$ cat src/rtl/int_bit_manip_pkg.sv
// Shared definitions for the integer bit-manipulation unit: operation
// encoding and the default operand width.
package int_bit_manip_pkg;

  localparam int WIDTH_DEFAULT = 64;
  localparam int OP_W          = 3;

  typedef enum logic [OP_W-1:0] {
    OP_CLR    = 3'b000,
    OP_SET    = 3'b001,
    OP_GET    = 3'b010,
    OP_LOAD   = 3'b011,
    OP_TGL    = 3'b100,
    OP_POPCNT = 3'b101,
    OP_CTZ    = 3'b110,
    OP_BREV   = 3'b111
  } op_e;

endpackage

$ cat src/rtl/bit_count_unit.sv
// Combinational population count and count-trailing-zeros for a WIDTH-bit
// word. CTZ of an all-zero word reports WIDTH, which is why the count width
// is one bit wider than a bit index.
module bit_count_unit
  import int_bit_manip_pkg::*;
#(
  parameter int WIDTH = WIDTH_DEFAULT,
  parameter int CNT_W = $clog2(WIDTH) + 1
) (
  input  logic [WIDTH-1:0] data_i,
  output logic [CNT_W-1:0] popcnt_o,
  output logic [CNT_W-1:0] ctz_o
);

  // Sum of set bits across the word.
  always_comb begin
    popcnt_o = '0;
    for (int i = 0; i < WIDTH; i++) begin
      popcnt_o = popcnt_o + CNT_W'(data_i[i]);
    end
  end

  // Scan from the top down so the lowest set bit is the last one written.
  always_comb begin
    ctz_o = CNT_W'(WIDTH);
    for (int i = WIDTH - 1; i >= 0; i--) begin
      if (data_i[i]) begin
        ctz_o = CNT_W'(i);
      end
    end
  end

endmodule

$ cat src/rtl/int_bit_manip_unit.sv
// Integer bit-manipulation unit: single-bit clear/set/get/toggle, load,
// popcount, count-trailing-zeros and bit reverse, with a one-cycle registered
// result and no other state.
// Macro INT_BIT_MANIP_EXT_OPS_EN enables codes 100..111 (TGL, POPCNT, CTZ,
// BREV); without it those codes return zero and the counting logic is absent.
module int_bit_manip_unit
  import int_bit_manip_pkg::*;
#(
  parameter int WIDTH = WIDTH_DEFAULT,
  parameter int IDX_W = $clog2(WIDTH)
) (
  input  logic             clk,
  input  logic             rst,
  input  logic [OP_W-1:0]  operation,
  input  logic [WIDTH-1:0] opa,
  input  logic [WIDTH-1:0] opb,
  output logic [WIDTH-1:0] out
);

  op_e              op;
  logic [IDX_W-1:0] idx;
  logic [WIDTH-1:0] mask;
  logic [WIDTH-1:0] out_d;
  logic [WIDTH-1:0] out_q;

  // Only the low index bits of opb select a bit; the rest are don't-care.
  logic             unused_opb_hi;

  assign op            = op_e'(operation);
  assign idx           = opb[IDX_W-1:0];
  assign unused_opb_hi = ^opb[WIDTH-1:IDX_W];
  assign mask          = {{(WIDTH-1){1'b0}}, 1'b1} << idx;

`ifdef INT_BIT_MANIP_EXT_OPS_EN
  localparam int CNT_W = IDX_W + 1;

  logic [CNT_W-1:0] popcnt;
  logic [CNT_W-1:0] ctz;
  logic [WIDTH-1:0] brev;

  bit_count_unit #(
    .WIDTH (WIDTH),
    .CNT_W (CNT_W)
  ) u_bit_count (
    .data_i   (opa),
    .popcnt_o (popcnt),
    .ctz_o    (ctz)
  );

  // Bit reverse is pure wiring.
  always_comb begin
    brev = '0;
    for (int i = 0; i < WIDTH; i++) begin
      brev[i] = opa[WIDTH-1-i];
    end
  end
`endif

  // Result mux; anything not explicitly decoded yields zero.
  always_comb begin
    out_d = '0;
    unique case (op)
      OP_CLR:    out_d = opa & ~mask;
      OP_SET:    out_d = opa | mask;
      OP_GET:    out_d[0] = opa[idx];
      OP_LOAD:   out_d = opa;
`ifdef INT_BIT_MANIP_EXT_OPS_EN
      OP_TGL:    out_d = opa ^ mask;
      OP_POPCNT: out_d = {{(WIDTH-CNT_W){1'b0}}, popcnt};
      OP_CTZ:    out_d = {{(WIDTH-CNT_W){1'b0}}, ctz};
      OP_BREV:   out_d = brev;
`endif
      default:   out_d = '0;
    endcase
  end

  // Output register with synchronous active-low reset.
  always_ff @(posedge clk) begin
    if (!rst) begin
      out_q <= '0;
    end else begin
      out_q <= out_d;
    end
  end

  assign out = out_q;

endmodule

$ cat config.mk
export PLATFORM = sky130hd
export DESIGN_NAME = int_bit_manip_unit
export DESIGN_NICKNAME = d
export VERILOG_FILES = /design/src/rtl/int_bit_manip_pkg.sv /design/src/rtl/bit_count_unit.sv /design/src/rtl/int_bit_manip_unit.sv
export SDC_FILE = /design/constraint.sdc
export NUM_CORES = 1
export LEC_CHECK = 0
export ABC_AREA = 1
export BUFFER_PORTS_ARGS = -buffer_cell sky130_fd_sc_hd__buf_2
export CAP_MARGIN = 30
export CORE_AREA = 2 2 105 107
export CTS_CLUSTER_SIZE = 14
export DETAILED_ROUTE_END_ITERATION = 8
export DIE_AREA = 0 0 107 109
export PLACE_DENSITY_LB_ADDON = 0.08
export SETUP_SLACK_MARGIN = 0.15
export SLEW_MARGIN = 20
export SYNTH_ARGS = -nofsm -noshare
export SYNTH_HDL_FRONTEND = slang
export SYNTH_SLANG_ARGS = --single-unit
$ cat constraint.sdc
create_clock -name clk -period 1.2 [get_ports clk]
set_clock_uncertainty 0.05 [all_clocks]
set_input_delay 0.12 -clock clk [delete_from_list [all_inputs] [get_ports clk]]
set_output_delay 0.12 -clock clk [all_outputs]
set_load 0.005 [all_outputs]
==> results of run 1 <==
## synthesized netlist by cell type, types with 6 or more instances
cell	instances
nor2_1	123
nand2_1	91
a21oi_1	82
nand3_1	71
dfxtp_1	64
inv_1	42
nor3_1	29
o21a_1	23
clkbuf_1	17
buf_2	15
o21ai_0	15
nor3_2	10
buf_1	9
buf_6	8
nor2_2	8
nor3b_2	8
inv_2	6
## per-stage QoR
step                TNS [ns]  setup WS, ns  utilization (%)  std cells  area, um^2
finish                     0        0.0436             57.4        959        6090
global route         -0.0572       -0.0397             57.4        959        6090
CTS                        0        0.0781             55.3        955        5860
detailed placement    -15.54        -0.406             49.8        909        5290
global placement      -14.82        -0.455             49.8        909        5290
floorplan                  0        0.0104                -        641        4300
## how the worst min path moves through the flow
stage	slack (ns)	end	cells after the start	start
after floorplan	0.19	out[57]	1	opa[57]
after global placement	0.31	out[13]	2	opa[13]
after detailed placement	0.31	out[21]	2	opa[21]
after CTS	0.004	out[0]	4	operation[0]
after global routing	0.02	out[0]	4	operation[0]
final	0.01	out[0]	4	operation[0]
## power groups by stage
stage | clock network [mW] | logic [mW] | registers [mW]
CTS | 1.67 | 1.32 | 2.19
global route | 1.77 | 1.52 | 2.19
finish | 1.64 | 1.40 | 2.19
detailed placement | 0 | 1.20 | 2.23
floorplan | 0 | 0.722 | 2.24
global placement | 0 | 1.20 | 2.23
## cell families (layout without fill, tap and decap cells)
family	count (synthesis)	count (layout)	synth area share (%)
AND/OR/NAND/NOR	353	353	40.8
AO/OA/AOI/OAI	124	124	16.7
buffers and inverters	100	278	11.3
flip-flops	64	64	31.3
## layout make-up
type                       instances  area share, %
clock buffer                      13           2.45
clock inverter                     3          0.288
inverter                          50           3.45
multi-input combinational        477           44.1
sequential                        64           21.0
tap                              140           2.88
timing repair buffer             212           25.8
## worst max-delay path, stage by stage
cell     delay [ns]
buf_12         0.11
buf_12         0.13
nor2_4         0.17
buf_6          0.13
buf_6          0.09
a21oi_2        0.04
nand3_1        0.09
nand3_2        0.09
nand3_2        0.07
nand3_2        0.06
nand2_2        0.08
nand2_2        0.06
a21oi_2        0.14
## timing repair
action / 4_1_cts / 5_1_grt
cloned: 1 / 0
endpoints found under the hold margin: 24 / 0
pin swaps: 8 / 22
buffers inserted: 5 / 4
resized for setup: 22 / 53
hold buffers: 24 / 0
setup endpoints to repair: 39 / 56
## metal layers
layer | routed length [um] | track usage (%)
met1 | 6480 | 33.2
met2 | 7430 | 43.9
met3 | 920 | 4.36
met4 | 359 | 9.00
met5 | 0 | 0
==> results.txt, run 1 <==
----------------------------------------------------
[Synth]
  Post-synthesis sequential area ratio ... 31.3%
  Number of nets in the synthesized netlist ... 774
  Post-synthesis cell type count ... 31
  Cell type with the largest total area after synthesis ... dfxtp_1
  Mapped Cells ... 641
  Average cell area after synthesis ... 6.38 um^2
  Count of state elements after synthesis ... 64
  Combined area of all synthesized cells ... 4090 um^2
  Post-synthesis async set-or-reset flop share ... 0%
  Number of enable-type register cells in the synthesized netlist ... 0
  Proportion of netlist area held by the largest area contributor ... 31.3%
  Most frequently used flop master after synthesis ... dfxtp_1
  Synthesis Warnings ... 0
  Largest cells by area after synthesis ... dfxtp_1 31%, nor2_1 11%, a21oi_1 10%, nand3_1 8.7%, nand2_1 8.3%

[Pwr]
  Net switching power ... 1.65 mW
  Clock share of power ... 31.4%
  Final Power ... 5.23 mW
  Part of the power in registers ... 41.8%
  Portion of total power attributed to combinational logic ... 26.8%
  Internal Power ... 3.58 mW
  Static leakage ... 2.69 nW
  Sw Ratio ... 31.5%
  Pwr/cell area ... 858 nW/um^2
  Maximum VDD drop ... 0.399 mV

[STA]
  Final Hold Slack ... 0.0145 ns
  Highest attainable clock frequency ... 865 MHz
  Post-layout min period ... 1.16 ns
  RSZ-0062 raised after global routing ... true
  Final Hold Viols ... 0
  Transition at the pin with the smallest max-transition slack ... 0.263 ns
  Relative max-transition margin ... 82.3%
  Number of endpoints failing setup at the final stage ... 0
  Total count of max-transition violations in the final report ... 0
  Final period utilization ... 96.4%

[Clock tree]
  TritonCTS clock tree ... built
  TritonCTS Buffers ... 9
  Root buffer cell ... clkbuf_8
  Clock tree buffer depth ... 2
  Clock sink count ... 64
  Clock slew at the register clock pins of the worst setup and hold paths ... 0.07 ns
  H-tree depth reported by CTS ... 3

[Layout]
  Fillcell total ... 1028
  FF+latch area ... 1280 um^2
  Most frequent standard cell in the layout excluding fill and tap cells ... buf_2
  Ant. Diodes ... 0
  Post-synthesis to final-layout area growth ... 48.8%
  Fraction of layout instances using a drive strength above 1 ... 36.8%
  Number of nets in the finished design ... 947
  Commonest cells after routing, fill and taps aside ... 136 x buf_2, 115 x nor2_1, 87 x nand2_1
  Max FFs per register ... 64
  Combined area of the multi-input logic cells ... 2690 um^2

[Routing]
  Vias post-DR ... 4923
  DRT iter0 DRCs ... 247
  Pre-antenna DRT Iters ... 5
  Drc violations ... 0
  Avg Vias per Cell ... 5.13
  DR WL/cell ... 15.8 um
  Detailed Route WL ... 15200 um
  Number of nets with antenna violations after detailed routing ... 0

[Worst setup path]
  Sort of element at the start of the critical path ... input pin
  End point of the critical path ... out[0]
  Kind of capture point of the worst setup path ... flop
  Max FO, Critical Path ... 5
  Timing startpoint of the critical path ... opb[0]
  WS Path Type ... in2reg
  Required @ worst endpoint ... 1.43 ns
  Arrival time of the worst setup path ... 1.39 ns

[Floorplanning]
  Width of the die ... 107 um
  Starting utilization of the core area ... 38.6%
  Area of the placeable core ... 10600 um^2
  Vert. Die Dim ... 109 um
  Standard-cell rows ... 38
  Number of top-level design ports ... 197
  Die footprint ... 11700 um^2

[Status]
  Run status ... finished clean

[Placement]
  Buffers on Ports ... 138
  Final weighted congestion in routability-driven placement ... 0.905
  DP Wirelength ... 11200 um

[Global route]
  Global-route usage over all layers ... 25.8%
  Largest net degree at the start of global routing ... 34
  Initial antenna violation count ... 0
  Wire length of the first global-routing pass ... 23200 um
  Number of global-route vias before repair ... 4512
  Remaining Overflow, GRT ... 0

[Job]
  Max capacitance violation total ... 0

[Hold path]
  Tightest Hold Check Type ... in2reg

----------------------------------------------------
Note: power is estimated with default switching activity, not from simulation.
==> run 2, diff against run 1 <==
- CTS_BUF_LIST: not set -> sky130_fd_sc_hd__clkbuf_16
- GPL_ROUTABILITY_DRIVEN: not set -> 0
==> run 2 against run 1 <==
Compared with the run above: global-route usage decreased by 0.52 points; critical path depth unchanged; via count grew 1.3%; sequential share of layout area unchanged; core utilization did not move; worst hold slack worse by 0.0047 ns; count of clock-buffer cells in the layout is 4 lower; non-clock buffer count decreased by 7; die area unchanged; clock power up 65%; critical endpoint unchanged; largest power group is now clock.
==> results.txt, run 2 (same netlist as run 1, synthesis figures left out) <==
----------------------------------------------------
[Worst setup path]
  Max FO, Critical Path ... 5
  Timing startpoint of the critical path ... opb[0]
  Required @ worst endpoint ... 1.41 ns
  Largest incremental delay on the critical path ... 0.14 ns
  Worst path buffer plus inverter count ... 4
  Total number of cells along the worst setup path ... 13
  Kind of capture point of the worst setup path ... flop
  WS Path Type ... in2reg
  Arrival time of the worst setup path ... 1.32 ns
  Sort of element at the start of the critical path ... input pin
  Cells along the critical path ... buf_12, buf_12, nor2_4, buf_6, buf_4, a21oi_2, nand3_1, nand3_1, nand3_1, nand3_1, nand2_1, nand2_1, a21oi_1
  Max stage delay cell, worst path ... buf_12
  Most common cell on crit path ... nand3_1
  End point of the critical path ... out[0]
  Top delay family on crit path ... simple AND/OR/NAND/NOR gates

[Clock tree]
  Clock sink count ... 64
  Clock slew at the register clock pins of the worst setup and hold paths ... 0.06 ns
  Clock tree buffer depth ... 2
  H-tree depth reported by CTS ... 3
  TritonCTS clock tree ... built
  Root buffer cell ... clkbuf_16
  TritonCTS Buffers ... 9

[STA]
  Highest attainable clock frequency ... 900 MHz
  RSZ-0062 raised after global routing ... true
  Final Hold Viols ... 0
  Number of endpoints failing setup at the final stage ... 0
  Transition at the pin with the smallest max-transition slack ... 0.318 ns
  Total count of max-transition violations in the final report ... 0
  Post-layout min period ... 1.11 ns
  Relative max-transition margin ... 78.7%
  Final period utilization ... 92.5%

[Layout]
  Post-synthesis to final-layout area growth ... 48.8%
  Commonest cells after routing, fill and taps aside ... 135 x buf_2, 106 x nor2_1, 90 x nand2_1
  Number of nets in the finished design ... 940
  Max FFs per register ... 64
  Fillcell total ... 1038
  Combined area of the multi-input logic cells ... 2630 um^2
  Most frequent standard cell in the layout excluding fill and tap cells ... buf_2
  Fraction of layout instances using a drive strength above 1 ... 36.3%
  Ant. Diodes ... 0
  Post-layout util ... 57.4%
  FF+latch area ... 1280 um^2

[Floorplanning]
  Vert. Die Dim ... 109 um
  Width of the die ... 107 um
  Starting utilization of the core area ... 38.6%
  Die footprint ... 11700 um^2
  Number of top-level design ports ... 197
  Area of the placeable core ... 10600 um^2
  Standard-cell rows ... 38

[Pwr]
  Pwr/cell area ... 1030 nW/um^2
  Final Power ... 6.25 mW
  Maximum VDD drop ... 0.638 mV
  Static leakage ... 2.72 nW

[Routing]
  Drc violations ... 0
  DRT iter0 DRCs ... 388
  Avg Vias per Cell ... 5.24
  Vias post-DR ... 4987
  Number of nets with antenna violations after detailed routing ... 0
  Detailed Route WL ... 15000 um
  Pre-antenna DRT Iters ... 5
  DR WL/cell ... 15.8 um

[Hold path]
  Tightest Hold Check Type ... in2reg

[Global route]
  Number of global-route vias before repair ... 4658
  Wire length of the first global-routing pass ... 22900 um
  Initial antenna violation count ... 0
  Global-route usage over all layers ... 25.3%
  Largest net degree at the start of global routing ... 34
  Remaining Overflow, GRT ... 0

[Job]
  Max capacitance violation total ... 0

[Placement]
  Buffers on Ports ... 138
  DP Wirelength ... 11100 um

[Status]
  Run status ... finished clean

----------------------------------------------------
-- run 2: cell count changes in the layout (fill, tap and decap cells not counted), moves of 4 or more --
cell | previous run | this run
clkbuf_16 | 0 | 9
nand3_2 | 23 | 16
a21oi_1 | 66 | 71
a21oi_2 | 17 | 12
nor2_1 | 115 | 106
dlygate4sd3_1 | 24 | 16
buf_6 | 7 | 3
clkbuf_8 | 10 | 0
nor2_2 | 12 | 20
buf_4 | 27 | 32
nand3_1 | 46 | 55
-- run 2: layout make-up --
| class | count | share of cell area, % |
|---|---|---|
| multi-input combinational | 477 | 43.3 |
| timing repair buffer | 205 | 24.4 |
| sequential | 64 | 21.0 |
| clock buffer | 9 | 3.70 |
| inverter | 50 | 3.41 |
| tap | 140 | 2.88 |
| clock inverter | 7 | 1.32 |
-- run 2: per-layer routing --
metal / part of all wire, % / GRT usage, % / vias up
met5: 0 / 0 / -
met4: 2.8 / 9.28 / 0
met3: 6.3 / 3.95 / 32
met2: 48 / 43.5 / 206
met1: 43 / 32.1 / 2319
li1: - / - / 2430
-- run 2: how the worst min path moves through the flow --
stage	start	end	slack, ns	depth (start not counted)
finish	opa[29]	out[29]	0.01	2
global route	opa[29]	out[29]	0.004	2
CTS	opa[29]	out[29]	0.0002	2
detailed placement	opa[13]	out[13]	0.31	2
global placement	opa[9]	out[9]	0.31	2
floorplan	opa[57]	out[57]	0.19	1
-- run 2: stage by stage --
step	cells	setup WS (ns)	cell area (um^2)	hold WS [ns]	TNS (ns)
CTS	945	0.0643	5910	0.000226	0
finish	952	0.0895	6090	0.00980	0
global route	952	0.00506	6090	0.00354	0
global placement	910	-0.368	5310	0.307	-13.73
detailed placement	910	-0.409	5310	0.312	-15.16
floorplan	641	0.0104	4300	0.194	0
-- run 2: timing repair --
| action | 4_1_cts | 5_1_grt |
|---|---|---|
| gates cloned | 1 | 0 |
| hold buffers | 16 | 0 |
| setup buffers | 2 | 7 |
| endpoints found under the hold margin | 16 | 0 |
| endpoints found under the setup margin | 48 | 54 |
| resized for setup | 27 | 36 |
| pin swaps | 11 | 16 |
-- run 2: power by group --
part	switching, mW	internal (mW)	leakage (nW)
registers	0.0124	2.18	0.519
clock network	0.916	1.78	0.161
logic	0.785	0.579	2.04
total	1.71	4.54	2.72
